`src/rtl/bf16_mul_sched.sv`:
```
// Two-requester round-robin scheduler feeding a 3-stage BF16 multiplier with tagged, backpressured results.
// Optional performance counters are compiled in when BF16_SCHED_PERF_EN is defined.
module bf16_mul_sched #(
  parameter int TAG_W = 4
) (
  input  logic             clk,
  input  logic             rst_n,
  input  logic             r0_valid,
  output logic             r0_ready,
  input  logic [15:0]      r0_a,
  input  logic [15:0]      r0_b,
  input  logic [1:0]       r0_prec,
  input  logic [TAG_W-1:0] r0_tag,
  input  logic             r1_valid,
  output logic             r1_ready,
  input  logic [15:0]      r1_a,
  input  logic [15:0]      r1_b,
  input  logic [1:0]       r1_prec,
  input  logic [TAG_W-1:0] r1_tag,
  output logic             res_valid,
  input  logic             res_ready,
  output logic [15:0]      res_data,
  output logic             res_id,
  output logic [TAG_W-1:0] res_tag,
  output logic [1:0]       res_flags
`ifdef BF16_SCHED_PERF_EN
  ,
  output logic [15:0]      perf_r0_ops,
  output logic [15:0]      perf_r1_ops,
  output logic [15:0]      perf_stall
`endif
);

  function automatic logic [6:0] prec_mask(input logic [1:0] p);
    case (p)
      2'd0:    prec_mask = 7'h7F;
      2'd1:    prec_mask = 7'h7C;
      2'd2:    prec_mask = 7'h70;
      default: prec_mask = 7'h40;
    endcase
  endfunction

  // Returns {overflow, underflow, bf16}; truncates the fraction and saturates the exponent.
  function automatic logic [17:0] pack_result(input logic s, input logic signed [9:0] e,
                                              input logic [10:0] m, input logic zero,
                                              input logic inf);
    logic signed [9:0] en;
    logic [6:0]        frac;
    en   = m[10] ? e + 10'sd1 : e;
    frac = 7'((m >> m[10]) >> 2);
    if (zero)                        pack_result = {2'b00, s, 15'h0000};
    else if (inf || en >= 10'sd255)  pack_result = {2'b10, s, 8'hFF, 7'h00};
    else if (en <= 10'sd0)           pack_result = {2'b01, s, 15'h0000};
    else                             pack_result = {2'b00, s, en[7:0], frac};
  endfunction

  logic                    r_last;
  logic                    w_adv;
  logic                    w_gnt_vld;
  logic                    w_gnt;
  logic                    w_acc;
  logic [15:0]             w_a;
  logic [15:0]             w_b;
  logic [1:0]              w_prec;
  logic [TAG_W-1:0]        w_tag;
  logic [7:0]              w_ea;
  logic [7:0]              w_eb;
  logic signed [9:0]       w_exp_s1;
  logic                    w_zero_s1;
  logic                    w_inf_s1;
  logic [10:0]             w_mant_s2;
  logic [17:0]             w_pack_s3;

  logic                    r_vld_p0;
  logic                    r_id_p0;
  logic [TAG_W-1:0]        r_tag_p0;
  logic                    r_sign_p0;
  logic signed [9:0]       r_exp_p0;
  logic [6:0]              r_fa_p0;
  logic [6:0]              r_fb_p0;
  logic                    r_zero_p0;
  logic                    r_inf_p0;

  logic                    r_vld_p1;
  logic                    r_id_p1;
  logic [TAG_W-1:0]        r_tag_p1;
  logic                    r_sign_p1;
  logic signed [9:0]       r_exp_p1;
  logic [10:0]             r_mant_p1;
  logic                    r_zero_p1;
  logic                    r_inf_p1;

  logic                    r_res_valid;
  logic [15:0]             r_res_data;
  logic                    r_res_id;
  logic [TAG_W-1:0]        r_res_tag;
  logic [1:0]              r_res_flags;

  assign w_adv = !r_res_valid || res_ready;

  // Round-robin: when both request, the one that did not win last time goes.
  always_comb begin
    w_gnt_vld = r0_valid || r1_valid;
    if (r0_valid && r1_valid) w_gnt = ~r_last;
    else                      w_gnt = r1_valid && !r0_valid;
  end

  assign w_acc    = w_adv && w_gnt_vld;
  assign r0_ready = w_acc && !w_gnt;
  assign r1_ready = w_acc && w_gnt;

  assign w_a    = w_gnt ? r1_a    : r0_a;
  assign w_b    = w_gnt ? r1_b    : r0_b;
  assign w_prec = w_gnt ? r1_prec : r0_prec;
  assign w_tag  = w_gnt ? r1_tag  : r0_tag;

  // Stage 1: unpack, special-case classification, biased exponent sum
  assign w_ea      = w_a[14:7];
  assign w_eb      = w_b[14:7];
  assign w_zero_s1 = (w_ea == 8'h00) || (w_eb == 8'h00);
  assign w_inf_s1  = !w_zero_s1 && ((w_ea == 8'hFF) || (w_eb == 8'hFF));
  assign w_exp_s1  = $signed({2'b00, w_ea}) + $signed({2'b00, w_eb}) - 10'sd127;

  // Stage 2: mantissa multiply, keeping the top 11 product bits
  assign w_mant_s2 = 11'((16'({1'b1, r_fa_p0}) * 16'({1'b1, r_fb_p0})) >> 5);

  // Stage 3: normalize, saturate and pack
  assign w_pack_s3 = pack_result(r_sign_p1, r_exp_p1, r_mant_p1, r_zero_p1, r_inf_p1);

  always_ff @(posedge clk or negedge rst_n) begin
    if (!rst_n) begin
      r_last      <= 1'b1;
      r_vld_p0    <= 1'b0;
      r_vld_p1    <= 1'b0;
      r_res_valid <= 1'b0;
      r_res_data  <= '0;
      r_res_id    <= 1'b0;
      r_res_tag   <= '0;
      r_res_flags <= '0;
    end else begin
      if (w_acc) r_last <= w_gnt;
      if (w_adv) begin
        r_vld_p0                  <= w_acc;
        r_vld_p1                  <= r_vld_p0;
        r_res_valid               <= r_vld_p1;
        {r_res_flags, r_res_data} <= w_pack_s3;
        r_res_id                  <= r_id_p1;
        r_res_tag                 <= r_tag_p1;
      end
    end
  end

  always_ff @(posedge clk) begin
    if (w_adv) begin
      r_id_p0   <= w_gnt;
      r_tag_p0  <= w_tag;
      r_sign_p0 <= w_a[15] ^ w_b[15];
      r_exp_p0  <= w_exp_s1;
      r_fa_p0   <= w_a[6:0] & prec_mask(w_prec);
      r_fb_p0   <= w_b[6:0] & prec_mask(w_prec);
      r_zero_p0 <= w_zero_s1;
      r_inf_p0  <= w_inf_s1;

      r_id_p1   <= r_id_p0;
      r_tag_p1  <= r_tag_p0;
      r_sign_p1 <= r_sign_p0;
      r_exp_p1  <= r_exp_p0;
      r_mant_p1 <= w_mant_s2;
      r_zero_p1 <= r_zero_p0;
      r_inf_p1  <= r_inf_p0;
    end
  end

  assign res_valid = r_res_valid;
  assign res_data  = r_res_data;
  assign res_id    = r_res_id;
  assign res_tag   = r_res_tag;
  assign res_flags = r_res_flags;

`ifdef BF16_SCHED_PERF_EN
  function automatic logic [15:0] sat_inc(input logic [15:0] c);
    sat_inc = (c == 16'hFFFF) ? c : c + 16'd1;
  endfunction

  logic [15:0] r_perf_r0_ops;
  logic [15:0] r_perf_r1_ops;
  logic [15:0] r_perf_stall;

  always_ff @(posedge clk or negedge rst_n) begin
    if (!rst_n) begin
      r_perf_r0_ops <= '0;
      r_perf_r1_ops <= '0;
      r_perf_stall  <= '0;
    end else begin
      if (r0_valid && r0_ready)      r_perf_r0_ops <= sat_inc(r_perf_r0_ops);
      if (r1_valid && r1_ready)      r_perf_r1_ops <= sat_inc(r_perf_r1_ops);
      if (r_res_valid && !res_ready) r_perf_stall  <= sat_inc(r_perf_stall);
    end
  end

  assign perf_r0_ops = r_perf_r0_ops;
  assign perf_r1_ops = r_perf_r1_ops;
  assign perf_stall  = r_perf_stall;
`endif

endmodule

```
`config.mk`:
```
export PLATFORM = sky130hd
export DESIGN_NAME = bf16_mul_sched
export DESIGN_NICKNAME = d
export VERILOG_FILES = /design/src/rtl/bf16_mul_sched.sv
export SDC_FILE = /design/constraint.sdc
export NUM_CORES = 1
export LEC_CHECK = 0
export BUFFER_PORTS_ARGS = -buffer_cell sky130_fd_sc_hd__buf_2
export CORE_MARGIN = 1
export CORE_UTILIZATION = 40
export CTS_CLUSTER_DIAMETER = 30
export DETAILED_ROUTE_END_ITERATION = 12
export GPL_TIMING_DRIVEN = 1
export PLACE_DENSITY = 0.62
export SETUP_SLACK_MARGIN = 0.02
export SKIP_CTS_REPAIR_TIMING = 1
export SYNTH_ARGS = -nofsm -noshare
export SYNTH_HDL_FRONTEND = slang
export SYNTH_SLANG_ARGS = --single-unit
```
`constraint.sdc`:
```
create_clock -name clk -period 4.5 [get_ports clk]
set_input_delay 0.9 -clock clk [delete_from_list [all_inputs] [get_ports clk]]
set_output_delay 0.9 -clock clk [all_outputs]
set_load 0.05 [all_outputs]
```
After elaboration in Yosys (flattened, before gate mapping)
Index checks and enable logic that the tools add are counted.
Storage, ports and cells
  flip-flop bits (word level): 88
  input port bits: 81
  output and inout port bits: 26
  logic and storage cells: 67
Operators by class
  add/subtract/negate cells: 3
  multiply operators: 1
  order comparisons: 2
  equality and inequality tests: 4
  shift operators: 1
  mux-type cells: 11
  bitwise gates (word level): 4
  reductions and logical operators: 18
Operator list (count)
  18-bit two-way mux: 2
  16-bit two-way mux: 2
  6-bit case mux with 3 select lines: 1
  17-bit two-way mux: 1
  8-bit equality test (second input constant): 2
  8-bit zero test: 2
  8-bit by 8-bit multiplier with 16-bit output: 1
  7-bit AND: 2
  11-bit by 1-bit right shift with 9-bit output: 1
  10-bit by 2-bit adder with 10-bit output (second input constant): 1
  10-bit by 9-bit >= comparator with 1-bit output (second input constant): 1
  10-bit by 1-bit less-or-equal comparator with 1-bit output (second input constant): 1
  10-bit two-way mux: 1
  9-bit by 7-bit subtractor with 10-bit output (second input constant): 1
  8-bit by 8-bit adder with 9-bit output: 1
  7-bit two-way mux: 1
  1-bit logical AND: 6
  1-bit logical OR: 5
  1-bit zero test: 4
  4-bit two-way mux: 1
  2-bit by 1-bit equality test with 1-bit output (second input constant): 1
  2-bit equality test (second input constant): 1
  2-bit zero test: 1
  2-bit two-way mux: 1
  3 further kinds: 3

Depth between registers and ports, before layout
  depth after elaboration: 8
  depth in mapped cells: 16
  depth with buffers taken out: 16

Worst setup path before layout
No wires, ideal clock.
  kind: register to register
  from: register r_fa_p0[5]
  to: register r_mant_p1[10], data pin
  library setup time: 0.260 ns
  arrival: 3.932 ns
  required time: 4.240 ns
  setup slack: 0.308 ns
  cell stages (with the launch flop): 15
  buffers on the path: 0
  period minus slack after synthesis: 4.192 ns
  cell sequence: edfxtp_1 > and2_1 > fa_1 > fa_1 > fa_1 > inv_1 > fa_1 > inv_1 > ha_1 > a21o_1 > a21o_1 > nor4_1 > a21oi_1 > a21oi_1 > xnor2_1
Between the ends
  cells in the longest elaborated chain, start to end: 1
Ends and longest elaborated chain
  start, declared: RTL line 79  | logic [6:0] r_fa_p0;
  start signal, assigned: RTL line 159  | r_fa_p0 <= w_a[6:0] & prec_mask(w_prec);
  8-bit by 8-bit multiplier with 16-bit output: RTL line 125  | assign w_mant_s2 = 11'((16'({1'b1, r_fa_p0}) * 16'({1'b1, r_fb_p0})) >> 5);
  named net w_mant_s2[10]: RTL line 71  | logic [10:0] w_mant_s2;
  end signal, assigned: RTL line 168  | r_mant_p1 <= w_mant_s2;
  end, declared: RTL line 89  | logic [10:0] r_mant_p1;
The timed path passes the listed nets, and every way through them passes these cells.
A chain may end at the register's enable or synchronous reset.

Worst setup path in the final report
  from: register r_fa_p0[4]
  to: register r_mant_p1[8], data pin
Same word-level chain as after synthesis.

==> results.tsv <==
stage	metric	value	unit
synthesis	async_flop_share	31.4	%
hold_path	min_path_type	flop to flop	
clock_network	clkTransAtPathRegs	70	ps
worst_setup_path	reg2reg_from	r_fa_p0[4]	
detailed_routing	drt-total-wl	11.9	mm
floorplanning	die_w	125	um
run_status	status	complete, but fails checks	
cells_and_area	syn_to_final_growth	19.4	%
cells_and_area	utilization	49.4	%
synthesis	synth-edff-count	59	
power_and_ir_drop	powerDensity	583	nW/um2
clock_network	cts_made_buffers	9	
synthesis	yosys.area.top_type	edfxtp_1	
grt	grt_max_degree	42	
detailed_routing	drtAntennaViolNets	0	
clock_network	root_buffer	clkbuf_16	
placement	place_hpwl	9.49	mm
power_and_ir_drop	p_leak	3.53	nW
grt	track_usage	16.0	%
cells_and_area	nFillCells	1319	
grt	grt_pass1_vias	4339	
placement	dp_cells	856	
floorplanning	rows	44	
placement	io_buffers	106	
synthesis	yosysSeqAreaShare	40.4	%
grt	overflow	0	
floorplanning	start_util	41.3	%
job	maxCapViolCount	0	
sta	post-route-period-util	94.8	%
floorplanning	fp.dieH	125	um
clock_network	cts_max_path_buffers	2	
clock_network	htreeDepth	3	
synthesis	yosys.cell_count.top_type	nand2_1	
power_and_ir_drop	ir_drop	0.000251	V
cells_and_area	fin_cells	884	
worst_setup_path	worstPathRequired	4590	ps
floorplanning	dieArea	15600	um2
placement	dpl-instance-area	6820	um2
placement	gp_congestion	0.828	
synthesis	ys_ff_latch	86	
detailed_routing	num_vias	4360	
cells_and_area	drive_above_1_share	23.3	%
synthesis	syn-num-nets	736	
placement	pre_cts_ws	112	ps
detailed_routing	drtIter0Drc	197	
synthesis	syn_inst	571	
worst_setup_path	arrival	4360	ps
sta	finalHoldViolCount	0	
sta	final-setup-viol-count	0	
cells_and_area	final_area	7230	um2
power_and_ir_drop	totalPowerFinal	4.21	mW
worst_setup_path	worst-path-max-fanout	7	
worst_setup_path	cp-end-kind	flop	
synthesis	yosys-top-cells-count	99 x nand2_1, 71 x inv_1, 59 x edfxtp_1	
floorplanning	io_pins	107	
clock_network	cts.sinks	86	
sta	fin_skew	9.79	ps
sta	finalWorstSetupSlack	235	ps
synthesis	ys_types	57	
sta	worstMarginPinSlew	691	ps
detailed_routing	drc	8	
synthesis	netlist_area	6050	um2
floorplanning	coreArea	14600	um2
synthesis	postSynthAreaPerCell	10.6	um2
clock_network	cts_tree	built	
detailed_routing	vias_per_cell	4.93	
sta	slew_headroom	53.5	%
worst_setup_path	startpoint	r_fa_p0[4]	
sta	hold_slack	410	ps
synthesis	synth_flop_cell	edfxtp_1	
grt	grt_pass1_wl	20.3	mm
sta	maxSlewViolCount	0	
sta	clock.fmax	234	MHz
worst_setup_path	cp-start-kind	flop	
detailed_routing	first_pass_iters	8	
grt	grt_antenna_before_repair	0	
sta	tns	0	ps
cells_and_area	num-nets-final	860	
sta	min_period	4260	ps
detailed_routing	wl_per_cell	13.4	um
worst_setup_path	critical_path_class	flop to flop	
synthesis	synth_top_area_share	29.3	%
run_status	violations	design-rule violations	
clock_network	clk_latency	340	ps
hold_path	hp-start	r_exp_p0[8]	
cells_and_area	diodes	0	
synthesis	ys_top_cells_by_area	edfxtp_1 29%, fa_1 12%, dfrtp_1 11%, ha_1 9.9%, nand2_1 6.1%	
synthesis	yosysWarnings	0	
[path summary, 6_finish.rpt]
| check | slack, ps | endpoint | cells past startpoint |
|---|---|---|---|
| setup / recovery | 240 | r_mant_p1[8] | 13 |
| hold / removal | 410 | r_exp_p1[8] | 0 |
| setup reg to reg | 240 | r_mant_p1[8] | 13 |
| hold reg to reg | 410 | r_exp_p1[8] | 0 |
| max in group asynchronous | 3520 | res_tag[3] | 1 |
| min in group asynchronous | 570 | res_data[10] | 1 |
[power by group]
group / switching, mW / internal, mW
Sequential: 0.180 / 1.19
Combinational: 1.23 / 0.875
Clock: 0.310 / 0.433
[flip-flops by register name, indices dropped and copies added, names as in the netlist, 2 cells and up]
name,cells
res_flags,2
res_tag,4
r_tag_p1,4
r_tag_p0,4
r_exp_p1,10
res_data,16
r_fb_p0,7
r_fa_p0,7
r_exp_p0,10
r_mant_p1,9
[cells in the final DEF, fill, tap and decap left out, types with 23 or more instances in the layout]
master and n:
edfxtp_1 59, and2_1 28, dfrtp_1 26, inv_1 70, ha_1 47, fa_1 36, buf_2 106, nand2_1 99
mux2i_1 23
[worst max-delay path: stages (launching register included)]
cell	delay, ps
edfxtp_1	490
and2_1	230
fa_1	550
fa_1	440
fa_1	540
inv_1	50
fa_1	530
inv_1	40
ha_1	340
and3_1	200
o211ai_1	120
nand2b_1	140
o31ai_1	250
xnor2_1	90
[per-layer routing]
metal,GRT usage [%],wire length (um),vias up
li1,-,-,2198
met1,21.5,5600,2030
met2,25.9,5530,122
met3,3.08,596,10
met4,5.16,136,0
met5,0,0,-
[kinds of logic after synthesis]
| logic type | after synthesis | synth area share (%) |
|---|---|---|
| simple gates | 193 | 15.9 |
| compound gates | 72 | 8.54 |
| buf+inv | 85 | 5.39 |
| fa+ha+maj | 84 | 21.8 |
| xor+xnor | 27 | 3.91 |
| mux | 24 | 3.99 |
| flops | 86 | 40.4 |
[layout make-up]
cell class,instances,area (um2),share of cell area (%)
clock buffers,9,225,3.12
inverters,72,270,3.74
flip-flops and latches,86,2450,33.9
clock inverters,7,72.6,1.00
well taps,184,230,3.19
repair buffers,126,681,9.42
multi-input cells,400,3300,45.7
No activity file was read; power rests on OpenSTA's default activity.
